==> config.mk <==
export PLATFORM = sky130hd
export DESIGN_NAME = line_burst_adapter_flat
export DESIGN_NICKNAME = d
export VERILOG_FILES = /design/src/rtl/line_burst_adapter_if.sv /design/src/rtl/line_burst_adapter.sv /design/src/flat_wrapper.sv
export SDC_FILE = /design/constraint.sdc
export NUM_CORES = 1
export LEC_CHECK = 0
export ABC_AREA = 1
export CAP_MARGIN = 10
export CORE_ASPECT_RATIO = 0.6
export CORE_MARGIN = 10
export CORE_UTILIZATION = 50
export DETAILED_ROUTE_END_ITERATION = 10
export PLACE_DENSITY = 0.81
export SETUP_SLACK_MARGIN = 0.3
export SLEW_MARGIN = 20
export SYNTH_ARGS = -nofsm -noshare
export SYNTH_HDL_FRONTEND = slang
export SYNTH_SLANG_ARGS = --single-unit
==> constraint.sdc <==
create_clock -name clk -period 3.5 [get_ports clk]
set_input_delay 0.7 -clock clk [delete_from_list [all_inputs] [get_ports clk]]
set_output_delay 0.7 -clock clk [all_outputs]
set_load 0.005 [all_outputs]
==> src/rtl/line_burst_adapter_if.sv <==
// Line-wide request/response signals on the upstream side and the narrow
// beat bus on the memory side, shared between the adapter and its environment.
interface line_burst_adapter_if #(
    parameter int LINE_WIDTH = 128,
    parameter int BEAT_WIDTH = 32
);
    logic                  mem_read;
    logic                  mem_write;
    logic [15:0]           mem_address;
    logic [LINE_WIDTH-1:0] mem_wdata;
    logic                  mem_resp;
    logic [LINE_WIDTH-1:0] mem_rdata;

    logic                  bmem_read;
    logic                  bmem_write;
    logic [15:0]           bmem_address;
    logic [BEAT_WIDTH-1:0] bmem_wdata;
    logic [BEAT_WIDTH-1:0] bmem_rdata;
    logic                  bmem_resp;

    // Adapter view: serves line requests, drives the beat bus.
    modport slave (
        input  mem_read, mem_write, mem_address, mem_wdata,
        output mem_resp, mem_rdata,
        output bmem_read, bmem_write, bmem_address, bmem_wdata,
        input  bmem_rdata, bmem_resp
    );

    // Environment view: issues line requests, plays the physical memory.
    modport master (
        output mem_read, mem_write, mem_address, mem_wdata,
        input  mem_resp, mem_rdata,
        input  bmem_read, bmem_write, bmem_address, bmem_wdata,
        output bmem_rdata, bmem_resp
    );
endinterface

==> src/rtl/line_burst_adapter.sv <==
// Splits each line read/write into a fixed burst of narrow beats and
// reassembles read beats into a line returned with a one-cycle mem_resp.
module line_burst_adapter #(
    parameter int LINE_WIDTH = 128,
    parameter int BEAT_WIDTH = 32
) (
    input  logic                 clk,
    input  logic                 rst_n,
    line_burst_adapter_if.slave  bus
);
    localparam int BEATS = LINE_WIDTH / BEAT_WIDTH;
    localparam int CNT_W = (BEATS > 1) ? $clog2(BEATS) : 1;
    localparam logic [CNT_W-1:0] LAST_BEAT = CNT_W'(BEATS - 1);
    localparam logic [CNT_W-1:0] CNT_ONE   = CNT_W'(1);

    typedef enum logic [1:0] {
        IDLE        = 2'b00,
        WRITE_BURST = 2'b01,
        READ_BURST  = 2'b10,
        DONE        = 2'b11
    } state_t;

    state_t                state_r;
    state_t                state_s;
    logic [CNT_W-1:0]      cnt_r;
    logic [CNT_W-1:0]      cnt_s;
    logic [11:0]           line_addr_r;
    logic [LINE_WIDTH-1:0] wbuf_r;
    logic [LINE_WIDTH-1:0] rbuf_r;
    logic [LINE_WIDTH-1:0] wbuf_shift_s;
    logic                  latch_wr_s;
    logic                  latch_rd_s;
    logic                  capture_s;
    logic                  mem_resp_r;
    logic                  bmem_read_r;
    logic                  bmem_write_r;

    // State and beat counter registers.
    always_ff @(posedge clk or negedge rst_n) begin
        if (!rst_n) begin
            state_r <= IDLE;
            cnt_r   <= {CNT_W{1'b0}};
        end else begin
            state_r <= state_s;
            cnt_r   <= cnt_s;
        end
    end

    // Next-state, counter and buffer-enable decode; requests are only looked at in IDLE.
    always_comb begin
        state_s    = state_r;
        cnt_s      = cnt_r;
        latch_wr_s = 1'b0;
        latch_rd_s = 1'b0;
        capture_s  = 1'b0;
        case (state_r)
            IDLE: begin
                cnt_s = {CNT_W{1'b0}};
                if (bus.mem_write) begin
                    state_s    = WRITE_BURST;
                    latch_wr_s = 1'b1;
                end else if (bus.mem_read) begin
                    state_s    = READ_BURST;
                    latch_rd_s = 1'b1;
                end else begin
                    state_s = IDLE;
                end
            end
            WRITE_BURST: begin
                if (bus.bmem_resp) begin
                    // The increment wraps LAST_BEAT -> 0 exactly as the burst ends.
                    cnt_s = cnt_r + CNT_ONE;
                    if (cnt_r == LAST_BEAT) begin
                        state_s = DONE;
                    end else begin
                        state_s = WRITE_BURST;
                    end
                end else begin
                    state_s = WRITE_BURST;
                end
            end
            READ_BURST: begin
                if (bus.bmem_resp) begin
                    capture_s = 1'b1;
                    cnt_s     = cnt_r + CNT_ONE;
                    if (cnt_r == LAST_BEAT) begin
                        state_s = DONE;
                    end else begin
                        state_s = READ_BURST;
                    end
                end else begin
                    state_s = READ_BURST;
                end
            end
            DONE: begin
                state_s = IDLE;
                cnt_s   = {CNT_W{1'b0}};
            end
            default: begin
                state_s = IDLE;
                cnt_s   = {CNT_W{1'b0}};
            end
        endcase
    end

    // Request capture: address for both directions, write line only for writes.
    always_ff @(posedge clk or negedge rst_n) begin
        if (!rst_n) begin
            line_addr_r <= 12'h000;
            wbuf_r      <= {LINE_WIDTH{1'b0}};
        end else if (latch_wr_s) begin
            line_addr_r <= bus.mem_address[15:4];
            wbuf_r      <= bus.mem_wdata;
        end else if (latch_rd_s) begin
            line_addr_r <= bus.mem_address[15:4];
        end else begin
            line_addr_r <= line_addr_r;
            wbuf_r      <= wbuf_r;
        end
    end

    // Read line assembly; a reset mid-burst discards any partial line.
    always_ff @(posedge clk or negedge rst_n) begin
        if (!rst_n) begin
            rbuf_r <= {LINE_WIDTH{1'b0}};
        end else if (capture_s) begin
            rbuf_r[int'(cnt_r) * BEAT_WIDTH +: BEAT_WIDTH] <= bus.bmem_rdata;
        end else begin
            rbuf_r <= rbuf_r;
        end
    end

    // Control outputs are registered from the next state so they align with it.
    always_ff @(posedge clk or negedge rst_n) begin
        if (!rst_n) begin
            mem_resp_r   <= 1'b0;
            bmem_read_r  <= 1'b0;
            bmem_write_r <= 1'b0;
        end else begin
            mem_resp_r   <= (state_s == DONE);
            bmem_read_r  <= (state_s == READ_BURST);
            bmem_write_r <= (state_s == WRITE_BURST);
        end
    end

    // Beat 0 is the least-significant slice of the line.
    always_comb begin
        wbuf_shift_s = wbuf_r >> (int'(cnt_r) * BEAT_WIDTH);
    end

    assign bus.mem_resp     = mem_resp_r;
    assign bus.mem_rdata    = rbuf_r;
    assign bus.bmem_read    = bmem_read_r;
    assign bus.bmem_write   = bmem_write_r;
    assign bus.bmem_address = (state_r == IDLE) ? 16'h0000 : {line_addr_r, 4'b0000};
    assign bus.bmem_wdata   = (state_r == WRITE_BURST) ? wbuf_shift_s[BEAT_WIDTH-1:0]
                                                       : {BEAT_WIDTH{1'b0}};
endmodule
==> src/flat_wrapper.sv <==
// flat-port wrapper written by rule: the top's interface ports become plain ports
module line_burst_adapter_flat 
#(
    parameter int LINE_WIDTH = 128,
    parameter int BEAT_WIDTH = 32
)
  (clk, rst_n, bus_mem_read, bus_mem_write, bus_mem_address, bus_mem_wdata, bus_mem_resp, bus_mem_rdata, bus_bmem_read, bus_bmem_write, bus_bmem_address, bus_bmem_wdata, bus_bmem_rdata, bus_bmem_resp);
  line_burst_adapter_if #(.LINE_WIDTH(LINE_WIDTH), .BEAT_WIDTH(BEAT_WIDTH)) bus_i ();
  input  logic clk;
  input  logic rst_n;
  input wire logic [$bits(bus_i.mem_read)-1:0] bus_mem_read;
  input wire logic [$bits(bus_i.mem_write)-1:0] bus_mem_write;
  input wire logic [$bits(bus_i.mem_address)-1:0] bus_mem_address;
  input wire logic [$bits(bus_i.mem_wdata)-1:0] bus_mem_wdata;
  output wire logic [$bits(bus_i.mem_resp)-1:0] bus_mem_resp;
  output wire logic [$bits(bus_i.mem_rdata)-1:0] bus_mem_rdata;
  output wire logic [$bits(bus_i.bmem_read)-1:0] bus_bmem_read;
  output wire logic [$bits(bus_i.bmem_write)-1:0] bus_bmem_write;
  output wire logic [$bits(bus_i.bmem_address)-1:0] bus_bmem_address;
  output wire logic [$bits(bus_i.bmem_wdata)-1:0] bus_bmem_wdata;
  input wire logic [$bits(bus_i.bmem_rdata)-1:0] bus_bmem_rdata;
  input wire logic [$bits(bus_i.bmem_resp)-1:0] bus_bmem_resp;
  assign bus_i.mem_read = bus_mem_read;
  assign bus_i.mem_write = bus_mem_write;
  assign bus_i.mem_address = bus_mem_address;
  assign bus_i.mem_wdata = bus_mem_wdata;
  assign bus_mem_resp = bus_i.mem_resp;
  assign bus_mem_rdata = bus_i.mem_rdata;
  assign bus_bmem_read = bus_i.bmem_read;
  assign bus_bmem_write = bus_i.bmem_write;
  assign bus_bmem_address = bus_i.bmem_address;
  assign bus_bmem_wdata = bus_i.bmem_wdata;
  assign bus_i.bmem_rdata = bus_bmem_rdata;
  assign bus_i.bmem_resp = bus_bmem_resp;
  line_burst_adapter #(.LINE_WIDTH(LINE_WIDTH), .BEAT_WIDTH(BEAT_WIDTH)) u_core (.clk(clk), .rst_n(rst_n), .bus(bus_i));
endmodule
# Word level (Yosys, flattened, before mapping)
# Cells that the tools add are included.
# classes
n_addsub	2
n_mul	0
div	0
order_cmp	0
eq_ne	8
n_shift	3
n_mux	21
n_bitwise	0
n_reduce_logical	4
# op_table
cell	n
$bwmux W128	1
$shift A32 B33 Y128 const A	1
$shiftx A32 B33 Y128	1
$shr A128 B7 Y32	1
$neg A7 Y33	1
$mux W32	1
$mux W12	2
$mux W16	1
$eq A2 B2 Y1 const B	5
$mux W2	5
$mux W1	9
$pmux W2 S4	1
$eq A2 B1 Y1 const B	2
$pmux W2 S2	1
$reduce_or A2 Y1	2
$add A2 B1 Y2 const B	1
$logic_not A2 Y1	1
$ne A2 B1 Y1 const B	1
$reduce_bool A2 Y1	1
# totals
ff_bits	275
latchBits	0
ramBits	0
romBits	0
in_bits	181
output_inout_bits	179
elab_cells	46
n_memories	0

# Longest topological paths before layout
# Gate-level depths: netlist (run 1).
# logic_depth
word_depth	5
depth_mapped	10
ltp_nobuf	7

# Worst setup path before layout (run 1)
# OpenSTA, ideal clock, no wires.
# synth_path
path_type	register -> output
startpoint	register u_core.state_r[0]
endpoint	output port bus_bmem_address[15]
arrival_ns	1.191
required_ns	2.800
path_slack_ns	1.609
stages_incl_launch_ff	6
path_cell_list	dfrtp_1 inv_1 ha_1 buf_2 buf_1 nor2_1
# synth_between
elab_chain_cells	2
# synth_lines
item	line_no	source
from (decl)	line_burst_adapter.sv:23	state_t state_r;
from (signal assigned)	line_burst_adapter.sv:44	state_r <= state_s;
$logic_not A2 Y1	line_burst_adapter.sv:155	assign bus.bmem_address = (state_r == IDLE) ? 16'h0000 : {line_addr_r, 4'b0000};
$mux W16	line_burst_adapter.sv:155	
to (decl)	flat_wrapper.sv:19	output wire logic [$bits(bus_i.bmem_address)-1:0] bus_bmem_address;
# No other way between the ends.

# Final worst setup path (run 1)
# layout_path
startpoint	register u_core.cnt_r[0]
endpoint	output port bus_bmem_wdata[27]
# layout_between
elab_chain_cells	2
# layout_lines
item	line_no	source
from (decl)	line_burst_adapter.sv:25	logic [CNT_W-1:0] cnt_r;
from (signal assigned)	line_burst_adapter.sv:42	cnt_r <= {CNT_W{1'b0}};
from (signal assigned)	line_burst_adapter.sv:45	cnt_r <= cnt_s;
$shr A128 B7 Y32	line_burst_adapter.sv:148	wbuf_shift_s = wbuf_r >> (int'(cnt_r) * BEAT_WIDTH);
$mux W32	line_burst_adapter.sv:156	assign bus.bmem_wdata = (state_r == WRITE_BURST) ? wbuf_shift_s[BEAT_WIDTH-1:0]
to (decl)	flat_wrapper.sv:20	output wire logic [$bits(bus_i.bmem_wdata)-1:0] bus_bmem_wdata;
# No other way between the ends.

==> results of run 1 <==
## sequential cells by signal (all words and copies together) (netlist names)
register / flops
u_core.bus.bmem_read: 1
u_core.bus.mem_resp: 1
u_core.wbuf_r: 128
u_core.cnt_r: 2
u_core.bus.mem_rdata: 128
u_core.line_addr_r: 12
u_core.bus.bmem_write: 1
u_core.state_r: 2
## layout make-up
class / count / area, sq um
flip-flops and latches: 275 / 6890
repair inverters: 1 / 7.51
diodes: 2 / 5.00
clock buffers: 35 / 736
inverters: 121 / 465
repair buffers: 386 / 3880
clock inverters: 13 / 123
multi-input cells: 981 / 4350
fillers: 1901 / 7200
well taps: 322 / 403
## routing by layer
metal / track usage / up-vias / part of all wire
li1: - / 5344 / -
met1: 0.378 / 5570 / 0.44
met2: 0.384 / 504 / 0.44
met3: 0.0650 / 66 / 0.091
met4: 0.0749 / 2 / 0.027
met5: 0 / - / 0.00030
## cell families after synthesis
family                     synth area share
AOI/OAI and AO/OA                     0.126
and+or+nand+nor                       0.219
adders and majority gates           0.00925
DFF                                   0.565
other                              0.000308
buffers and inverters                0.0799
## cell usage in the layout (no fill, tap or decap), types with 3 or more instances in the layout
master           instances
ha_1                     7
nand2_1                331
clkbuf_16               28
inv_1                  117
clkdlybuf4s50_1        350
conb_1                   4
clkbuf_8                 3
dfrtp_1                274
o21ai_0                 90
nor2_2                   3
buf_12                   5
o21ai_1                 71
nor2_1                 192
a21oi_1                144
clkbuf_1                 5
clkinvlp_4               5
clkinv_2                 8
nand3_1                133
buf_4                   28
## timing repair
| action | 4_1_cts | 5_1_grt |
|---|---|---|
| resized for setup | 4 | 4 |
| gates cloned | 1 | 1 |
| endpoints found under the setup margin | 32 | 8 |
| buffers inserted | 3 | 0 |
| endpoints found under the hold margin | 0 | 0 |
## synth_stat cells
cell type and n:
inv_1 119, buf_2 47, nand2_2 1, conb_1 1
nand2_4 1, nor2_2 2, buf_6 1, inv_2 2
or2_1 1, o21ai_1 71, buf_1 5, dfrtp_1 275
nor2_1 193, nand3_1 133, ha_1 9, nand2_1 331
clkbuf_1 40, a21oi_1 144, o21ai_2 1, clkbuf_2 1
o21ai_0 90, buf_4 13
## how the worst max path moves through the flow
stage	slack (ns)	endpoint	cells after the start	startpoint
floorplan	1.61	bus_bmem_address[15]	5	u_core.state_r[0]
global placement	0.70	bus_bmem_wdata[0]	5	u_core.cnt_r[1]
detailed placement	0.69	bus_bmem_wdata[0]	5	u_core.cnt_r[1]
CTS	0.31	bus_bmem_wdata[5]	6	u_core.cnt_r[0]
global route	0.26	bus_bmem_wdata[5]	6	u_core.cnt_r[1]
finish	0.37	bus_bmem_wdata[27]	6	u_core.cnt_r[0]
## power breakdown
part	total, uW	switching (uW)	internal (uW)
Clock	2880	1250	1630
Combinational	5710	3320	2390
Sequential	4660	467	4190
## metrics by stage
step	instances	hold WS, ns	cell area [sq um]	util
global placement	2081	0.456	15900	0.662
detailed placement	2081	0.459	15900	0.662
CTS	2133	0.0201	16800	0.699
finish	2136	0.0281	16900	0.701
floorplan	1484	0.404	12200	-
global route	2136	0.0268	16900	0.701
## worst max-delay path, stage by stage (launching register included)
cell and delay, ns:
dfrtp_4 0.49, buf_4 0.43, nor2_1 0.10, nor2_1 0.10, nand2_1 0.07, a21oi_1 0.12, clkdlybuf4s50_1 0.59
==> impl_metrics.csv, run 1 <==
group,metric,value,unit
timing,setup_viol,0,
die,die_w,221,microns
routing,drtPass1Iterations,5,
worst_setup_path,rr_startpoint,"u_core.cnt_r[0]",
logic_synthesis,yosysTopAreaCell,"dfrtp_1",
cts,worstSkewPairLatency,0.54,ns
worst_setup_path,reg2reg_to,"u_core.bus.mem_rdata[7]",
timing,rsz0062_at_grt,"true",
pwr,ir_drop,487,uV
worst_setup_path,cp-end-kind,"output port",
worst_setup_path,cp_max_fo,38,
cts,cts_root_buffer,"clkbuf_16",
timing,drv_slew,0,
routing,vias_per_cell,5.38,
routing,wl,43200,microns
die,num_rows,44,
flow_run,cap_violations,0,
timing,layout_worst_path_cycle_share,0.893,
global_route,grt_usage,0.262,
cells_and_area,syn_to_final_growth,38.5,%
timing,max_freq,0.320,GHz
logic_synthesis,synth_cell_types,22,
logic_synthesis,synth_seq_cells,275,
timing,fin_setup_tns,0,ns
global_route,grt_pass1_wl,65500,microns
timing,tightest_slew,0.852,ns
place,post-dp-hpwl,31200,microns
routing,vias,11486,
logic_synthesis,seq_area_frac_synth,0.565,
cts,htree_levels,1,
pwr,p_leak,0.00810,uW
logic_synthesis,synth_area_leaders,"dfrtp_1, nand2_1, nor2_1",
place,place.gp.congestion,0.923,
routing,antenna_left,0,
pwr,power,13200,uW
die,fp.dieH,141,microns
global_route,antenna_found_initial,4,
die,die_area,31200,sq um
cts,hold_buffers,0,
worst_setup_path,r2r_cells,9,
routing,wire_per_inst,20.2,microns
timing,slew_headroom,0.432,
timing,hold_viol,0,
cts,cts_tree,"done",
logic_synthesis,yosysWarnings,0,
logic_synthesis,netlist_area,12200,sq um
routing,drtIter0Drc,1224,
logic_synthesis,synth_top_area_frac,0.565,
cts,path_clk_slew,0.06,ns
global_route,grt_max_degree,92,
die,core,24100,sq um
global_route,overflow,0,
pwr,powerDensity,786,nW/um^2
cells_and_area,drive_gt1_frac,0.0513,
global_route,grt_pass1_vias,10891,
cells_and_area,finalNetCount,1982,
cts,numClockSinks,275,
worst_setup_path,crit_type,"reg2out",
logic_synthesis,syn_area_per_cell,8.22,sq um
cts,cts_buffers,26,
place,port_buffers,351,
die,start_util,0.506,
worst_setup_path,ff2ff_setup_slack,1.02,ns
timing,fin_crit,3.13,ns
min_path,hp-class,"in2async",
die,ios,360,
logic_synthesis,synthCells,1481,
timing,finalWorstSetupSlack,0.374,ns
worst_setup_path,critical_path_required,2.80,ns
timing,fin_worst_skew,0.00875,ns
worst_setup_path,cp-start-kind,"flop",
cts,clk_path_buf_depth,3,
outcome,status,"finished, final reports clean",
place,dp_slack,0.692,ns
worst_setup_path,crit_arrival,2.43,ns
routing,post-route-drc-count,0,
Power figures use the tool's default switching activity.
==> inputs of run 2 (changes only) <==
--- a/config.mk
+++ b/config.mk
@@ -13,6 +13,7 @@
 export DETAILED_ROUTE_END_ITERATION = 10
 export PLACE_DENSITY = 0.81
 export SETUP_SLACK_MARGIN = 0.3
+export SKIP_LAST_GASP = 1
 export SLEW_MARGIN = 20
 export SYNTH_ARGS = -nofsm -noshare
 export SYNTH_HDL_FRONTEND = slang
==> results of run 2 <==
Same layout as run 1: the final DEF is identical, and so are final timing and power.
==> inputs of run 3 (changes only) <==
--- a/config.mk
+++ b/config.mk
@@ -11,6 +11,7 @@
 export CORE_MARGIN = 10
 export CORE_UTILIZATION = 50
 export DETAILED_ROUTE_END_ITERATION = 10
+export HOLD_SLACK_MARGIN = 0.06
 export PLACE_DENSITY = 0.81
 export SETUP_SLACK_MARGIN = 0.3
 export SKIP_LAST_GASP = 1
==> impl_metrics.csv, run 3 (synthesis gave the netlist of run 1 again) <==
group,metric,value,unit
timing,max_freq,0.321,GHz
global_route,grt_max_degree,92,
global_route,grt_pass1_vias,10897,
worst_setup_path,ff2ff_setup_slack,1.04,ns
worst_setup_path,crit_arrival,2.42,ns
flow_run,cap_violations,0,
global_route,grt_usage,0.262,
cells_and_area,layout_commonest_cell,"clkdlybuf4s50_1",
routing,antenna_left,0,
die,num_rows,44,
die,start_util,0.506,
pwr,ir_drop,485,uV
cells_and_area,multiInputGateArea,4350,sq um
global_route,grt_pass1_wl,65600,microns
timing,rsz0062_at_grt,"true",
place,dp_slack,0.692,ns
global_route,overflow,0,
die,ios,360,
timing,hold_ws,0.475,ns
worst_setup_path,cp_max_fo,38,
timing,layout_worst_path_cycle_share,0.891,
place,post-dp-hpwl,31200,microns
worst_setup_path,r2r_cells,9,
min_path,hp-class,"reg2reg",
die,die_w,221,microns
die,fp.dieH,141,microns
die,core,24100,sq um
worst_setup_path,reg2reg_to,"u_core.bus.mem_rdata[7]",
cts,cts_root_buffer,"clkbuf_16",
min_path,min_delay_path_depth,2,
worst_setup_path,rr_startpoint,"u_core.cnt_r[0]",
routing,drtIter0Drc,1282,
worst_setup_path,crit_type,"reg2out",
timing,finalWorstSetupSlack,0.380,ns
cts,cts_tree,"done",
cells_and_area,seq_area,6890,sq um
worst_setup_path,cp-end-kind,"output port",
routing,post-route-drc-count,0,
routing,drtPass1Iterations,7,
cells_and_area,fillers,1900,
cts,worstSkewPairLatency,0.54,ns
place,port_buffers,351,
worst_setup_path,critPathLaunch,"u_core.cnt_r[0]",
cells_and_area,drive_gt1_frac,0.0513,
cts,cts_buffers,26,
cts,path_clk_slew,0.07,ns
timing,fin_worst_skew,0.0126,ns
cells_and_area,utilization,0.701,
routing,wire_per_inst,20.2,microns
timing,drv_slew,0,
worst_setup_path,critical_path_required,2.80,ns
timing,slew_headroom,0.431,
timing,tightest_slew,0.853,ns
die,die_area,31200,sq um
place,place.gp.congestion,0.923,
cts,clk_path_buf_depth,3,
cts,numClockSinks,275,
cells_and_area,syn_to_final_growth,38.6,%
routing,wl,43200,microns
timing,fin_setup_tns,0,ns
timing,fin_crit,3.12,ns
cts,htree_levels,1,
outcome,status,"finished, final reports clean",
global_route,antenna_found_initial,4,
routing,vias,11505,
routing,vias_per_cell,5.38,
pwr,powerDensity,786,nW/um^2
pwr,p_leak,0.00810,uW
worst_setup_path,cp-start-kind,"flop",
timing,hold_viol,0,
cells_and_area,finalNetCount,1983,
worst_setup_path,endpoint,"bus_bmem_wdata[27]",
cells_and_area,most-common-layout-cells,"clkdlybuf4s50_1, nand2_1, dfrtp_1, nor2_1, a21oi_1",
timing,setup_viol,0,
run 3: cell count changes in the layout (fill, tap and decap cells not counted):
cell           delta
dlygate4sd3_1     +1
run 3: cell type report:
| class | instances | area share |
|---|---|---|
| sequential | 275 | 0.408 |
| timing repair inverter | 1 | 0.000445 |
| clock inverter | 13 | 0.00727 |
| multi-input combinational | 981 | 0.258 |
| tap | 322 | 0.0239 |
| clock buffer | 35 | 0.0436 |
| antenna | 2 | 0.000297 |
| inverter | 121 | 0.0276 |
| timing repair buffer | 387 | 0.231 |
run 3: metrics by stage:
stage	instance area, sq um	total power, uW	instances
6_report	16900	13300	2137
5_1_grt	16900	14100	2137
4_1_cts	16800	13200	2134
3_5_place_dp	15900	10200	2081
3_3_place_gp	15900	10100	2081
2_1_floorplan	12200	7470	1484
run 3: worst min path at each step:
stage / slack [ns] / startpoint / to
after global placement: 0.46 / u_core.wbuf_r[76] / u_core.wbuf_r[76]
final: 0.47 / u_core.wbuf_r[85] / u_core.wbuf_r[85]
after CTS: 0.48 / u_core.wbuf_r[89] / u_core.wbuf_r[89]
after global routing: 0.49 / u_core.bus.mem_rdata[92] / u_core.bus.mem_rdata[92]
after detailed placement: 0.46 / u_core.wbuf_r[89] / u_core.wbuf_r[89]
after floorplan: 0.40 / rst_n / u_core.bus.bmem_read
run 3: worst max-delay path: stages, from the launching register on:
cell and delay (ns):
dfrtp_4 0.49, buf_4 0.42, nor2_1 0.10, nor2_1 0.10
nand2_1 0.07, a21oi_1 0.12, clkdlybuf4s50_1 0.58
run 3: power breakdown:
group | internal (uW) | total, uW | switching (uW)
combinational | 2390 | 5710 | 3310
clock | 1630 | 2890 | 1260
sequential | 4190 | 4660 | 467
run 3: what timing repair did:
item | CTS | global route
hold buffers | 1 | 0
pin swaps | 0 | 0
endpoints found under the setup margin | 32 | 8
gates cloned | 1 | 1
buffers inserted | 3 | 0
endpoints found under the hold margin | 30 | 0
gates resized for setup | 4 | 4
run 3: routing by layer:
metal / vias up / part of all wire / global-route usage
li1: 5343 / - / -
met1: 5556 / 0.44 / 0.378
met2: 531 / 0.44 / 0.384
met3: 73 / 0.096 / 0.0650
met4: 2 / 0.028 / 0.0749
met5: - / 0.00030 / 0
